`config.mk`:
```
export PLATFORM = sky130hd
export DESIGN_NAME = signature_frame_packer
export DESIGN_NICKNAME = d
export VERILOG_FILES = /design/src/rtl/signature_frame_pkg.sv /design/src/rtl/byte_sync_fifo.sv /design/src/rtl/signature_frame_packer.sv
export SDC_FILE = /design/constraint.sdc
export NUM_CORES = 1
export LEC_CHECK = 0
export BUFFER_PORTS_ARGS = -buffer_cell sky130_fd_sc_hd__buf_2
export CORE_UTILIZATION = 58
export CTS_BUF_LIST = sky130_fd_sc_hd__clkbuf_8
export CTS_CLUSTER_DIAMETER = 80
export DETAILED_ROUTE_END_ITERATION = 10
export PLACE_DENSITY = 0.78
export SLEW_MARGIN = 20
export SYNTH_ARGS = -nofsm -noshare
export SYNTH_HDL_FRONTEND = slang
export SYNTH_HIERARCHICAL = 1
export SYNTH_SLANG_ARGS = --single-unit
export TNS_END_PERCENT = 30
```
`constraint.sdc`:
```
create_clock -name clk -period 3.4 [get_ports clk]
set_clock_uncertainty 0.05 [all_clocks]
set_input_delay 0.34 -clock clk [delete_from_list [all_inputs] [get_ports clk]]
set_output_delay 0.34 -clock clk [all_outputs]
set_load 0.03 [all_outputs]
```
`src/rtl/signature_frame_pkg.sv`:
```
// Shared types and constants for the signature frame packer.
// Frame layout: sync, sequence, payload bytes, XOR checksum.
package signature_frame_pkg;

    typedef enum logic [2:0] {
        ST_IDLE,
        ST_SYNC,
        ST_SEQ,
        ST_PAYLOAD,
        ST_CSUM
    } frame_state_e;

    typedef enum logic {
        PH_ISSUE,
        PH_WAIT
    } phase_e;

    localparam logic [7:0] DEFAULT_SYNC_BYTE = 8'hA5;
    localparam int         FRAME_OVERHEAD    = 3;

endpackage

```
`src/rtl/byte_sync_fifo.sv`:
```
// Byte FIFO with first-word fall-through read data and an occupancy count.
// A write into a full FIFO is accepted only when a pop happens in the same cycle.
module byte_sync_fifo #(
    parameter  int DEPTH = 16,
    localparam int CW    = $clog2(DEPTH + 1)
) (
    input  logic          clk,
    input  logic          rst,
    input  logic          wr_en,
    input  logic [7:0]    wr_data,
    input  logic          rd_en,
    output logic [7:0]    rd_data,
    output logic [CW-1:0] count,
    output logic          full,
    output logic          empty
);

    localparam int AW = $clog2(DEPTH);

    logic [7:0]    mem_q [DEPTH];
    logic [AW-1:0] wr_ptr_q, rd_ptr_q;
    logic [CW-1:0] count_q;
    logic          do_wr, do_rd;

    assign full    = (count_q == CW'(DEPTH));
    assign empty   = (count_q == '0);
    assign do_rd   = rd_en && !empty;
    assign do_wr   = wr_en && (!full || do_rd);
    assign rd_data = mem_q[rd_ptr_q];
    assign count   = count_q;

    always_ff @(posedge clk) begin
        if (do_wr) begin
            mem_q[wr_ptr_q] <= wr_data;
        end
    end

    // DEPTH is a power of two, so the pointers wrap by natural overflow.
    always_ff @(posedge clk) begin
        if (rst) begin
            wr_ptr_q <= '0;
            rd_ptr_q <= '0;
            count_q  <= '0;
        end else begin
            if (do_wr) wr_ptr_q <= wr_ptr_q + 1'b1;
            if (do_rd) rd_ptr_q <= rd_ptr_q + 1'b1;
            if (do_wr && !do_rd)      count_q <= count_q + 1'b1;
            else if (!do_wr && do_rd) count_q <= count_q - 1'b1;
        end
    end

endmodule

```
`src/rtl/signature_frame_packer.sv`:
```
// Buffers recovered bytes and emits sync/seq/payload/checksum frames to a UART.
// A frame starts only once its full payload is buffered, so it never stalls mid-frame.
module signature_frame_packer
    import signature_frame_pkg::*;
#(
    parameter int         PAYLOAD_LEN = 8,
    parameter int         FIFO_DEPTH  = 16,
    parameter logic [7:0] SYNC_BYTE   = DEFAULT_SYNC_BYTE
) (
    input  logic       clk,
    input  logic       rst,
    input  logic       in_valid,
    input  logic [7:0] in_byte,
    input  logic       tx_busy,
    output logic       out_en,
    output logic [7:0] out_byte,
    output logic       overflow,
    output logic [7:0] frame_count
);

    localparam int CW = $clog2(FIFO_DEPTH + 1);
    localparam int IW = $clog2(PAYLOAD_LEN + 1);

    frame_state_e  state_q, state_d;
    phase_e        phase_q, phase_d;
    logic          guard_q, guard_d;
    logic [IW-1:0] idx_q, idx_d;
    logic [7:0]    seq_q, seq_d;
    logic [7:0]    csum_q, csum_d;
    logic [7:0]    out_byte_q, out_byte_d;
    logic          out_en_q, out_en_d;
    logic          overflow_q, overflow_d;
    logic [7:0]    frame_cnt_q, frame_cnt_d;

    logic          rd_en;
    logic [7:0]    rd_data;
    logic [CW-1:0] fifo_count;
    logic          fifo_full, fifo_empty;

    byte_sync_fifo #(.DEPTH(FIFO_DEPTH)) u_fifo (
        .clk     (clk),
        .rst     (rst),
        .wr_en   (in_valid),
        .wr_data (in_byte),
        .rd_en   (rd_en),
        .rd_data (rd_data),
        .count   (fifo_count),
        .full    (fifo_full),
        .empty   (fifo_empty)
    );

    always_comb begin
        state_d     = state_q;
        phase_d     = phase_q;
        guard_d     = guard_q;
        idx_d       = idx_q;
        seq_d       = seq_q;
        csum_d      = csum_q;
        out_byte_d  = out_byte_q;
        out_en_d    = 1'b0;
        frame_cnt_d = frame_cnt_q;
        rd_en       = 1'b0;

        if (state_q == ST_IDLE) begin
            idx_d = '0;
            if (fifo_count >= CW'(PAYLOAD_LEN)) begin
                state_d = ST_SYNC;
                phase_d = PH_ISSUE;
            end
        end else if (phase_q == PH_ISSUE) begin
            if (!tx_busy) begin
                out_en_d = 1'b1;
                phase_d  = PH_WAIT;
                guard_d  = 1'b1;
                case (state_q)
                    ST_SYNC: out_byte_d = SYNC_BYTE;
                    ST_SEQ: begin
                        out_byte_d = seq_q;
                        csum_d     = seq_q;
                    end
                    ST_PAYLOAD: begin
                        rd_en      = !fifo_empty;
                        out_byte_d = rd_data;
                        csum_d     = csum_q ^ rd_data;
                        idx_d      = idx_q + 1'b1;
                    end
                    default: out_byte_d = csum_q;
                endcase
            end
        end else if (guard_q) begin
            // UART raises busy one cycle late; skip sampling it here.
            guard_d = 1'b0;
        end else if (!tx_busy) begin
            phase_d = PH_ISSUE;
            case (state_q)
                ST_SYNC:    state_d = ST_SEQ;
                ST_SEQ:     state_d = ST_PAYLOAD;
                ST_PAYLOAD: state_d = (idx_q == IW'(PAYLOAD_LEN)) ? ST_CSUM : ST_PAYLOAD;
                default: begin
                    state_d     = ST_IDLE;
                    seq_d       = seq_q + 8'd1;
                    frame_cnt_d = frame_cnt_q + 8'd1;
                end
            endcase
        end

        overflow_d = overflow_q || (in_valid && fifo_full && !rd_en);
    end

    always_ff @(posedge clk) begin
        if (rst) begin
            state_q     <= ST_IDLE;
            phase_q     <= PH_ISSUE;
            guard_q     <= 1'b0;
            idx_q       <= '0;
            seq_q       <= '0;
            csum_q      <= '0;
            out_byte_q  <= '0;
            out_en_q    <= 1'b0;
            overflow_q  <= 1'b0;
            frame_cnt_q <= '0;
        end else begin
            state_q     <= state_d;
            phase_q     <= phase_d;
            guard_q     <= guard_d;
            idx_q       <= idx_d;
            seq_q       <= seq_d;
            csum_q      <= csum_d;
            out_byte_q  <= out_byte_d;
            out_en_q    <= out_en_d;
            overflow_q  <= overflow_d;
            frame_cnt_q <= frame_cnt_d;
        end
    end

    assign out_en      = out_en_q;
    assign out_byte    = out_byte_q;
    assign overflow    = overflow_q;
    assign frame_count = frame_cnt_q;

endmodule

```
=== After elaboration in Yosys (flattened, before gate mapping) ===
Memory sizes are Yosys's and may differ from the RTL's. A register that Yosys moved wholly into a read port is not among the register bits.
Index checks and enable logic that the tools add are counted.

* $add $sub $neg: 7
* $mul: 0
* Divide/modulo/power cells: 0
* Order comparisons: 1
* Equality and inequality tests: 9
* Shift-type cells: 0
* Mux-type cells: 27
* Bitwise operators: 6
* Reductions and logical operators: 27

{| class="wikitable"
|+ Operators by type and width
! operator !! count
|-
| $pmux 8 s3 || 1
|-
| $mux 3 || 6
|-
| $add 8x1->8 const B || 2
|-
| $pmux 8 s2 || 1
|-
| $mux 1 || 14
|-
| $add 4x1->4 const B || 3
|-
| $mux 5 || 2
|-
| $pmux 3 s3 || 1
|-
| $mux 4 || 2
|-
| $ne 2x1->1 const B || 4
|-
| $reduce_and 4->1 || 2
|-
| $xor 8x8->8 || 1
|-
| $eq 3x2->1 const B || 2
|-
| $logic_and 1x1->1 || 6
|-
| $reduce_and 3->1 || 2
|-
| $reduce_bool 2->1 || 3
|-
| $reduce_or 3->1 || 2
|-
| $add 5x1->5 const B || 1
|-
| $eq 5x5->1 const B || 1
|-
| $ge 5x4->1 const B || 1
|-
| $logic_not 1->1 || 5
|-
| $logic_not 5->1 || 1
|-
| $not 1->1 || 5
|-
| $reduce_and 5->1 || 1
|-
| other kinds (7) || 8
|}

* Register bits after elaboration: 56
* Bits in latches: 0
* Memory bits (writable): 128
* Bits in read-only memories: 0
* Output and inout bits: 18
* Memories: 1

{| class="wikitable"
|+ Memory list
! memory !! words !! bits a word !! read ports !! clocked after memory_dff !! write ports !! line !! text
|-
| u_fifo.mem_q || 16 || 8 || 1 || 1 || 1 || byte_sync_fifo.sv:20 || <nowiki>logic [7:0] mem_q [DEPTH];</nowiki>
|}

=== Depth between registers and ports, before layout ===
Gate-level depths: netlist of run 1.

* Word-level depth: 13
* Depth in mapped cells: 13
* Mapped depth without buffers: 12

=== Modules after synthesis ===
The synthesis of run 1 kept the hierarchy.

{| class="wikitable"
|+ By module, submodules not included
! module !! times used !! cells each !! area each (um2) !! seq. area each (um2)
|-
| byte_sync_fifo || 1 || 311 || 5,771.8 || 4,184.0
|-
| signature_frame_packer || 1 || 253 || 2,227.1 || 860.8
|}

=== Worst setup path after synthesis of run 1 ===
No wires, ideal clock.

* Path type: reg2reg
* Start: register phase_q
* End: register u_fifo.count_q[4] (netlist: u_fifo/count[4])
* Data arrival time: 3.279 ns
* Required time: 3.229 ns
* Path slack: -0.050 ns
* Cell stages (with the launch flop): 12
* Cell sequence: dfxtp_1 > buf_2 > or4b_4 > nor3_1 > o21ai_2 > ha_1 > inv_1 > ha_1 > a21oi_1 > a211oi_1 > a31oi_1 > mux2_2

* Word-level cells in the longest chain between the ends: 8

{| class="wikitable"
|+ RTL lines
! element !! line !! text
|-
| start, declared || signature_frame_packer.sv:25 || <nowiki>phase_e phase_q, phase_d;</nowiki>
|-
| start signal, assigned || signature_frame_packer.sv:124 || <nowiki>phase_q <= phase_d;</nowiki>
|-
| $mux 1 * || signature_frame_packer.sv:70 || <nowiki>end else if (phase_q == PH_ISSUE) begin</nowiki>
|-
| $mux 1 * || signature_frame_packer.sv:64 || <nowiki>if (state_q == ST_IDLE) begin</nowiki>
|-
| net rd_en || signature_frame_packer.sv:35 || <nowiki>logic rd_en;</nowiki>
|-
| $logic_and 1x1->1 * || byte_sync_fifo.sv:27 || <nowiki>assign do_rd = rd_en && !empty;</nowiki>
|-
| $logic_or 1x1->1 || byte_sync_fifo.sv:28 || <nowiki>assign do_wr = wr_en && (!full || do_rd);</nowiki>
|-
| $logic_and 1x1->1 || byte_sync_fifo.sv:28 ||
|-
| $logic_not 1->1 || byte_sync_fifo.sv:48 || <nowiki>else if (!do_wr && do_rd) count_q <= count_q - 1'b1;</nowiki>
|-
| $logic_and 1x1->1 || byte_sync_fifo.sv:48 ||
|-
| $reduce_bool 2->1 (no source line) || n/a ||
|-
| end signal, assigned || byte_sync_fifo.sv:47 || <nowiki>if (do_wr && !do_rd) count_q <= count_q + 1'b1;</nowiki>
|-
| end signal, assigned || byte_sync_fifo.sv:48 ||
|-
| end, declared || byte_sync_fifo.sv:22 || <nowiki>logic [CW-1:0] count_q;</nowiki>
|}

The timed path passes the listed nets; every way through them passes the cells marked *.
A chain may end at the register's enable or synchronous reset.

=== Worst setup path in the final report of run 1 ===
* Start: register u_fifo.count_q[0] (netlist: u_fifo/count[0])
* End: register u_fifo.count_q[4] (netlist: u_fifo/count[4])

* Word-level cells in the longest chain between the ends: 12

{| class="wikitable"
|+ RTL lines
! element !! line !! text
|-
| $logic_not 5->1 * || byte_sync_fifo.sv:26 || <nowiki>assign empty = (count_q == '0);</nowiki>
|-
| net fifo_empty || signature_frame_packer.sv:38 || <nowiki>logic fifo_full, fifo_empty;</nowiki>
|-
| $logic_not 1->1 * || signature_frame_packer.sv:82 || <nowiki>rd_en = !fifo_empty;</nowiki>
|-
| $mux 1 * || signature_frame_packer.sv:75 || <nowiki>case (state_q)</nowiki>
|-
| $mux 1 * || signature_frame_packer.sv:71 || <nowiki>if (!tx_busy) begin</nowiki>
|-
| $mux 1 * || signature_frame_packer.sv:70 ||
|-
| $mux 1 * || signature_frame_packer.sv:64 ||
|-
| net rd_en || signature_frame_packer.sv:35 ||
|-
| $logic_and 1x1->1 * || byte_sync_fifo.sv:27 ||
|-
| $logic_or 1x1->1 * || byte_sync_fifo.sv:28 ||
|-
| $logic_and 1x1->1 * || byte_sync_fifo.sv:28 ||
|-
| net u_fifo.do_wr || byte_sync_fifo.sv:23 || <nowiki>logic do_wr, do_rd;</nowiki>
|-
| $logic_not 1->1 || byte_sync_fifo.sv:48 ||
|-
| $logic_and 1x1->1 || byte_sync_fifo.sv:48 ||
|-
| $reduce_bool 2->1 (no source line) || n/a ||
|}

The timed path passes the listed nets; every way through them passes the cells marked *. The select of a mux whose other input is x is not followed.

==> results of run 1 <==
## cells by family (layout without fill, tap and decap cells)
group           Yosys count  after routing  share of synthesized area, %
buf+inv                  52             99                          2.83
mux                      53             53                          11.8
fa+ha+maj                14             14                          2.28
flops                   188            188                          63.1
xor+xnor                  9              9                         0.985
simple gates            142            142                          9.68
compound gates          106            106                          9.39
## state kept, by name, summed over array words and instances, names as in the netlist, named ones only
signal and count:
u_fifo/count 5, guard_q 1, u_fifo/rd_ptr_q 4, phase_q 1, out_byte 8, state_q 3, overflow 1, idx_q 4
out_en 1, frame_count 8, u_fifo/mem_q 128, u_fifo/wr_ptr_q 4, csum_q 8, seq_q 8
## where the power goes
group | total, mW | leakage, nW | switching [mW] | internal (mW)
logic | 0.968 | 1.03 | 0.600 | 0.368
registers | 2.65 | 1.64 | 0.0836 | 2.57
clock network | 1.43 | 0.191 | 0.873 | 0.553
## cells in the final DEF (no fill, tap or decap), types with 3 or more instances in the layout
cell type   synthesis  routed
edfxtp_1          128     128
dfxtp_1            60      59
nor2_1             35      35
nand2_1            33      33
mux4_2             32      32
buf_2              12      29
a21oi_1            28      28
inv_1              20      20
a22oi_1            20      20
nand3_1            18      18
clkbuf_8            0      17
buf_4               0      17
mux2i_1            13      13
o21ai_0            13      13
ha_1               13      13
nor3_1              9       8
or3_1               8       8
a221oi_1            8       8
mux2_2              8       8
nand2b_1            7       7
o31ai_1             7       7
or4_1               7       7
a211oi_1            5       5
inv_8               0       5
xor2_1              5       5
nor2b_1             4       4
o22ai_1             4       4
xnor2_1             4       4
o211ai_1            3       3
inv_6               0       3
clkinvlp_4          0       3
clkinv_8            0       3
nand3_2             3       3
## area by class of cell
type,count,area (um^2)
Timing Repair Buffer,47,293
Tap cell,176,220
Clock inverter,15,163
Inverter,20,75.1
Multi-Input combinational cell,324,2730
Clock buffer,17,234
Fill cell,898,4580
Sequential cell,188,5050
## metal layers
layer  GRT usage (%)  vias to the layer above  wire [um]
met2            37.0                      143       7720
met3            4.69                       26        811
li1                -                     2257          -
met1            31.9                     2439       6610
met4            9.61                        0        289
met5               0                        -          0
## per-stage QoR
step                      util, %  area (um^2)
after floorplan                 -         8000
after global placement       62.7         8370
after detailed placement     62.7         8370
after CTS                    65.7         8760
after global routing         65.7         8760
final                        65.7         8760
## worst max-delay path: stages, from the launching register on
cell	delay [ns]
dfxtp_1	0.37
or4_4	0.64
nor2_1	0.16
nor3_2	0.10
o31ai_4	0.27
inv_1	0.07
ha_1	0.21
inv_1	0.15
ha_1	0.30
a21oi_1	0.19
a211oi_1	0.10
a31oi_1	0.18
mux2_2	0.35
## path summary, 6_finish.rpt
kind,end,slack [ns],cells after the start
worst min register to register,out_byte[7],0.43,2
worst min-delay path,overflow,0.17,3
worst max-delay path,u_fifo/count[4],0.18,12
worst max register to register,u_fifo/count[4],0.18,12
==> run_results.csv, run 1 <==
group,metric,value,unit
setup_path,cp-end-kind,"register",
die,row_count,42,
run,drv_cap,0,
sta,final-hold-violation-count,0,
drt,post_drt_wl_per_cell,19.6,um
sta,setup_ws,0.181,ns
min_path,hold_path.startpoint,"in_valid",
die,die_area,14300,um^2
drt,drt_iter0_markers,346,
power,p_total,5.05,mW
die,start_util,59.9,%
cells_and_area,instances_no_fill,787,
synthesis,yosys-top-cells-area,"edfxtp_1 (48%), dfxtp_1 (15%), mux4_2 (9.0%)",
synthesis,seq_area_frac_synth,63.1,%
sta,fmax,311,MHz
global_routing,grt_pass1_vias,4667,
setup_path,r2r_start,"u_fifo/count[0]",
cells_and_area,finalNetCount,624,
global_routing,grt_pass1_wl,24700,um
power,leakage,2.87,nW
power,peakVddDrop,0.407,mV
die,die_h,119,um
die,io_pins,30,
clocking,post_cts_resized,0,
sta,tns,0,ns
drt,vias,4865,
cells_and_area,diodes,0,
clocking,clock_latency,0.49,ns
setup_path,startpoint_type,"register",
sta,worst_slew_pin_slew,0.922,ns
place,dpl_worst_slack,0.217,ns
die,core_area,13300,um^2
power,power.density,576,nW/um^2
drt,wirelength,15400,um
drt,vias_per_cell,6.18,
place,place.gp.congestion,0.813,
min_path,hold_path.class,"input pin to register",
synthesis,synth_top_cells_by_count,"edfxtp_1 (128), dfxtp_1 (60), nor2_1 (35)",
setup_path,required,3.73,ns
clocking,cts.sinks,188,
sta,drv_slew,0,
clocking,cts_buffers,17,
synthesis,yosys_warnings,6,
sta,finalCritPeriodShare,94.7,%
cells_and_area,area_growth,9.56,%
sta,layout_min_cycle_time,3.22,ns
synthesis,netlist_area,8000,um^2
place,place_inst,755,
setup_path,critical_path.max_fanout,8,
clocking,cts_tree,"done",
clocking,root_buffer,"clkbuf_8",
synthesis,yosysMostFrequentCell,"edfxtp_1",
run_status,status,"complete, no violations",
global_routing,grt_overflow_total,0,
clocking,cts_hold_buf,0,
sta,setup_viol,0,
place,dp_hpwl,10300,um
synthesis,synth_cell_types,59,
global_routing,grt_max_degree,33,
clocking,cts_max_level,4,
setup_path,critPathKind,"register to register",
synthesis,synth_edf_count,128,
clocking,cts_buffer_depth,2,
synthesis,synthFlopType,"edfxtp_1",
synthesis,yosysTopAreaCell,"edfxtp_1",
global_routing,track_usage,23.4,%
synthesis,syn-num-nets,590,
die,die-width,119,um
clocking,post_cts_buffers,0,
synthesis,avgSynthCellArea,14.2,um^2
clocking,path_clk_slew,0.10,ns
setup_path,critPathLaunch,"u_fifo/count[0]",
setup_path,worstPathArrival,3.55,ns
sta,fin_worst_hold_slack,0.170,ns
synthesis,synthCells,564,
synthesis,ys_seq_elements,188,
sta,max-slew-margin-rel,38.3,%
cells_and_area,drive_above_1_share,22.4,%
drt,drtAntennaViolNets,0,
global_routing,antenna_found_initial,0,
synthesis,synth_top_area_share,48.1,%
synthesis,ys_async_sr_fraction,0,%
sta,rsz0062_at_grt,"no",
place,io_buffer_count,29,
drt,drtPass1Iterations,5,
drt,drc,0,
No activity file was read; power rests on OpenSTA's default activity.
==> run 2: changes to the inputs <==
--- a/config.mk
+++ b/config.mk
@@ -7,9 +7,9 @@
 export LEC_CHECK = 0
 export BUFFER_PORTS_ARGS = -buffer_cell sky130_fd_sc_hd__buf_2
-export CORE_UTILIZATION = 58
+export CORE_UTILIZATION = 56
 export CTS_BUF_LIST = sky130_fd_sc_hd__clkbuf_8
 export CTS_CLUSTER_DIAMETER = 80
 export DETAILED_ROUTE_END_ITERATION = 10
-export PLACE_DENSITY = 0.78
+export PLACE_DENSITY = 0.76
 export SLEW_MARGIN = 20
 export SYNTH_ARGS = -nofsm -noshare
--- a/constraint.sdc
+++ b/constraint.sdc
@@ -3,3 +3,3 @@
 set_input_delay 0.34 -clock clk [delete_from_list [all_inputs] [get_ports clk]]
 set_output_delay 0.34 -clock clk [all_outputs]
-set_load 0.03 [all_outputs]
+set_load 0.005 [all_outputs]
==> run_results.csv, run 2 (same netlist as run 1, synthesis figures left out) <==
group,metric,value,unit
run_status,status,"complete, no violations",
die,start_util,57.6,%
clocking,clock_latency,0.47,ns
global_routing,grt_pass1_vias,4820,
power,clkPwrFrac,30.5,%
drt,vias,4878,
sta,rsz0062_at_grt,"no",
setup_path,startpoint_type,"register",
power,peakVddDrop,0.532,mV
min_path,hold_path.class,"input pin to register",
cells_and_area,fin_util,63.4,%
clocking,cts.sinks,188,
clocking,post_cts_resized,0,
power,p_comb_share,17.8,%
cells_and_area,finalNetCount,626,
setup_path,critPathLaunch,"u_fifo/count[0]",
power,internal_power,3.64,mW
sta,setup_viol,0,
global_routing,track_usage,22.6,%
sta,tns,0,ns
setup_path,ff2ff_path_depth,12,
sta,drv_slew,0,
sta,worst_slew_pin_slew,0.887,ns
setup_path,required,3.73,ns
place,place.gp.congestion,0.781,
clocking,cts_tree,"done",
sta,max-slew-margin-rel,40.6,%
power,leakage,2.90,nW
drt,drtAntennaViolNets,0,
global_routing,grt_pass1_wl,24800,um
drt,wirelength,15600,um
cells_and_area,fillers,993,
setup_path,r2r_end,"u_fifo/count[4]",
power,power.density,584,nW/um^2
die,die_h,122,um
place,dp_hpwl,10800,um
drt,drtPass1Iterations,4,
die,row_count,43,
drt,post_drt_wl_per_cell,19.6,um
sta,layout_min_cycle_time,3.36,ns
drt,vias_per_cell,6.15,
die,die-width,122,um
min_path,hold_end,"overflow",
power,switching_share,29.2,%
cells_and_area,area_growth,10.0,%
global_routing,antenna_found_initial,0,
clocking,path_clk_slew,0.11,ns
setup_path,critPathKind,"register to register",
setup_path,worstPathArrival,3.69,ns
cells_and_area,drive_above_1_share,22.5,%
clocking,cts_buffers,17,
clocking,root_buffer,"clkbuf_8",
clocking,post_cts_buffers,0,
global_routing,grt_max_degree,33,
clocking,cts_hold_buf,0,
setup_path,critical_path.max_fanout,8,
power,netSwitchingPower,1.50,mW
clocking,cts_buffer_depth,2,
cells_and_area,final_common_cell,"edfxtp_1",
drt,drc,0,
die,die_area,14800,um^2
die,core_area,13900,um^2
cells_and_area,largest_register_ff_count,128,
min_path,hold_path.startpoint,"in_valid",
min_path,hold-path-cell-count,3,
drt,drt_iter0_markers,392,
setup_path,reg2reg_slack,0.04,ns
cells_and_area,regMostFlops,"u_fifo/mem_q",
global_routing,grt_overflow_total,0,
run,drv_cap,0,
sta,final-hold-violation-count,0,
sta,finalCritPeriodShare,98.8,%
sta,fmax,298,MHz
place,io_buffer_count,29,
cells_and_area,final_cell_mix,"edfxtp_1 (128), dfxtp_1 (59), nor2_1 (35)",
setup_path,r2r_start,"u_fifo/count[0]",
die,io_pins,30,
setup_path,cp-end-kind,"register",
cells_and_area,diodes,0,
clocking,cts_max_level,4,
power,seq_power_share,51.7,%
run 2: cell types whose count changed in the layout (fill, tap and decap cells not counted), sizes merged:
cell,previous run,this run
inv,28,31
clkinvlp,3,1
bufinv,0,2
buf,47,49
clkinv,4,1
run 2: final cells by class:
cell class / instances / area [um^2] / share of cell area (%)
sequential: 188 / 5050 / 57.4
multi-input combinational: 324 / 2730 / 31.1
timing repair buffer: 49 / 295 / 3.36
clock buffer: 17 / 234 / 2.66
tap: 180 / 225 / 2.56
clock inverter: 15 / 190 / 2.16
inverter: 20 / 75.1 / 0.853
run 2: worst max-delay path, cell delays in order, from the launching register on:
cell	delay, ns
dfxtp_1	0.38
or4_4	0.65
nor2_1	0.16
nor3_2	0.10
o31ai_4	0.26
inv_1	0.07
ha_1	0.21
inv_1	0.17
ha_1	0.31
a21oi_1	0.21
a211oi_1	0.12
a31oi_1	0.23
mux2_2	0.36
run 2: worst max-delay path by stage:
| stage | endpoint | slack [ns] | cells after the start |
|---|---|---|---|
| floorplan | u_fifo/count[4] | 0.27 | 11 |
| global placement | u_fifo/count[4] | 0.31 | 12 |
| detailed placement | u_fifo/count[4] | 0.15 | 12 |
| CTS | u_fifo/count[4] | 0.14 | 12 |
| global route | u_fifo/count[4] | 0.003 | 12 |
| finish | u_fifo/count[4] | 0.04 | 12 |
run 2: per-stage QoR:
stage	power (mW)	hold WS [ns]	area [um^2]	setup WS, ns	instances
6_report	5.14	0.187	8800	0.0399	793
5_1_grt	5.35	0.177	8800	0.00272	793
4_1_cts	5.16	0.168	8800	0.135	793
3_5_place_dp	3.61	0.406	8370	0.154	761
3_3_place_gp	3.56	0.408	8370	0.307	761
2_1_floorplan	3.36	0.389	8000	0.269	564
run 2: metal layers:
metal	track usage, %	vias to the layer above	part of all wire, %
met5	0	-	0
met4	8.33	0	1.7
met1	28.9	2455	42
met2	38.1	145	51
li1	-	2252	-
met3	4.65	26	5.1
run 2: power groups by stage:
stage | logic [mW] | registers (mW) | clock network [mW]
floorplan | 0.675 | 2.69 | 0
global placement | 0.862 | 2.69 | 0
detailed placement | 0.900 | 2.71 | 0
CTS | 0.908 | 2.65 | 1.60
global route | 0.991 | 2.67 | 1.69
finish | 0.916 | 2.65 | 1.57
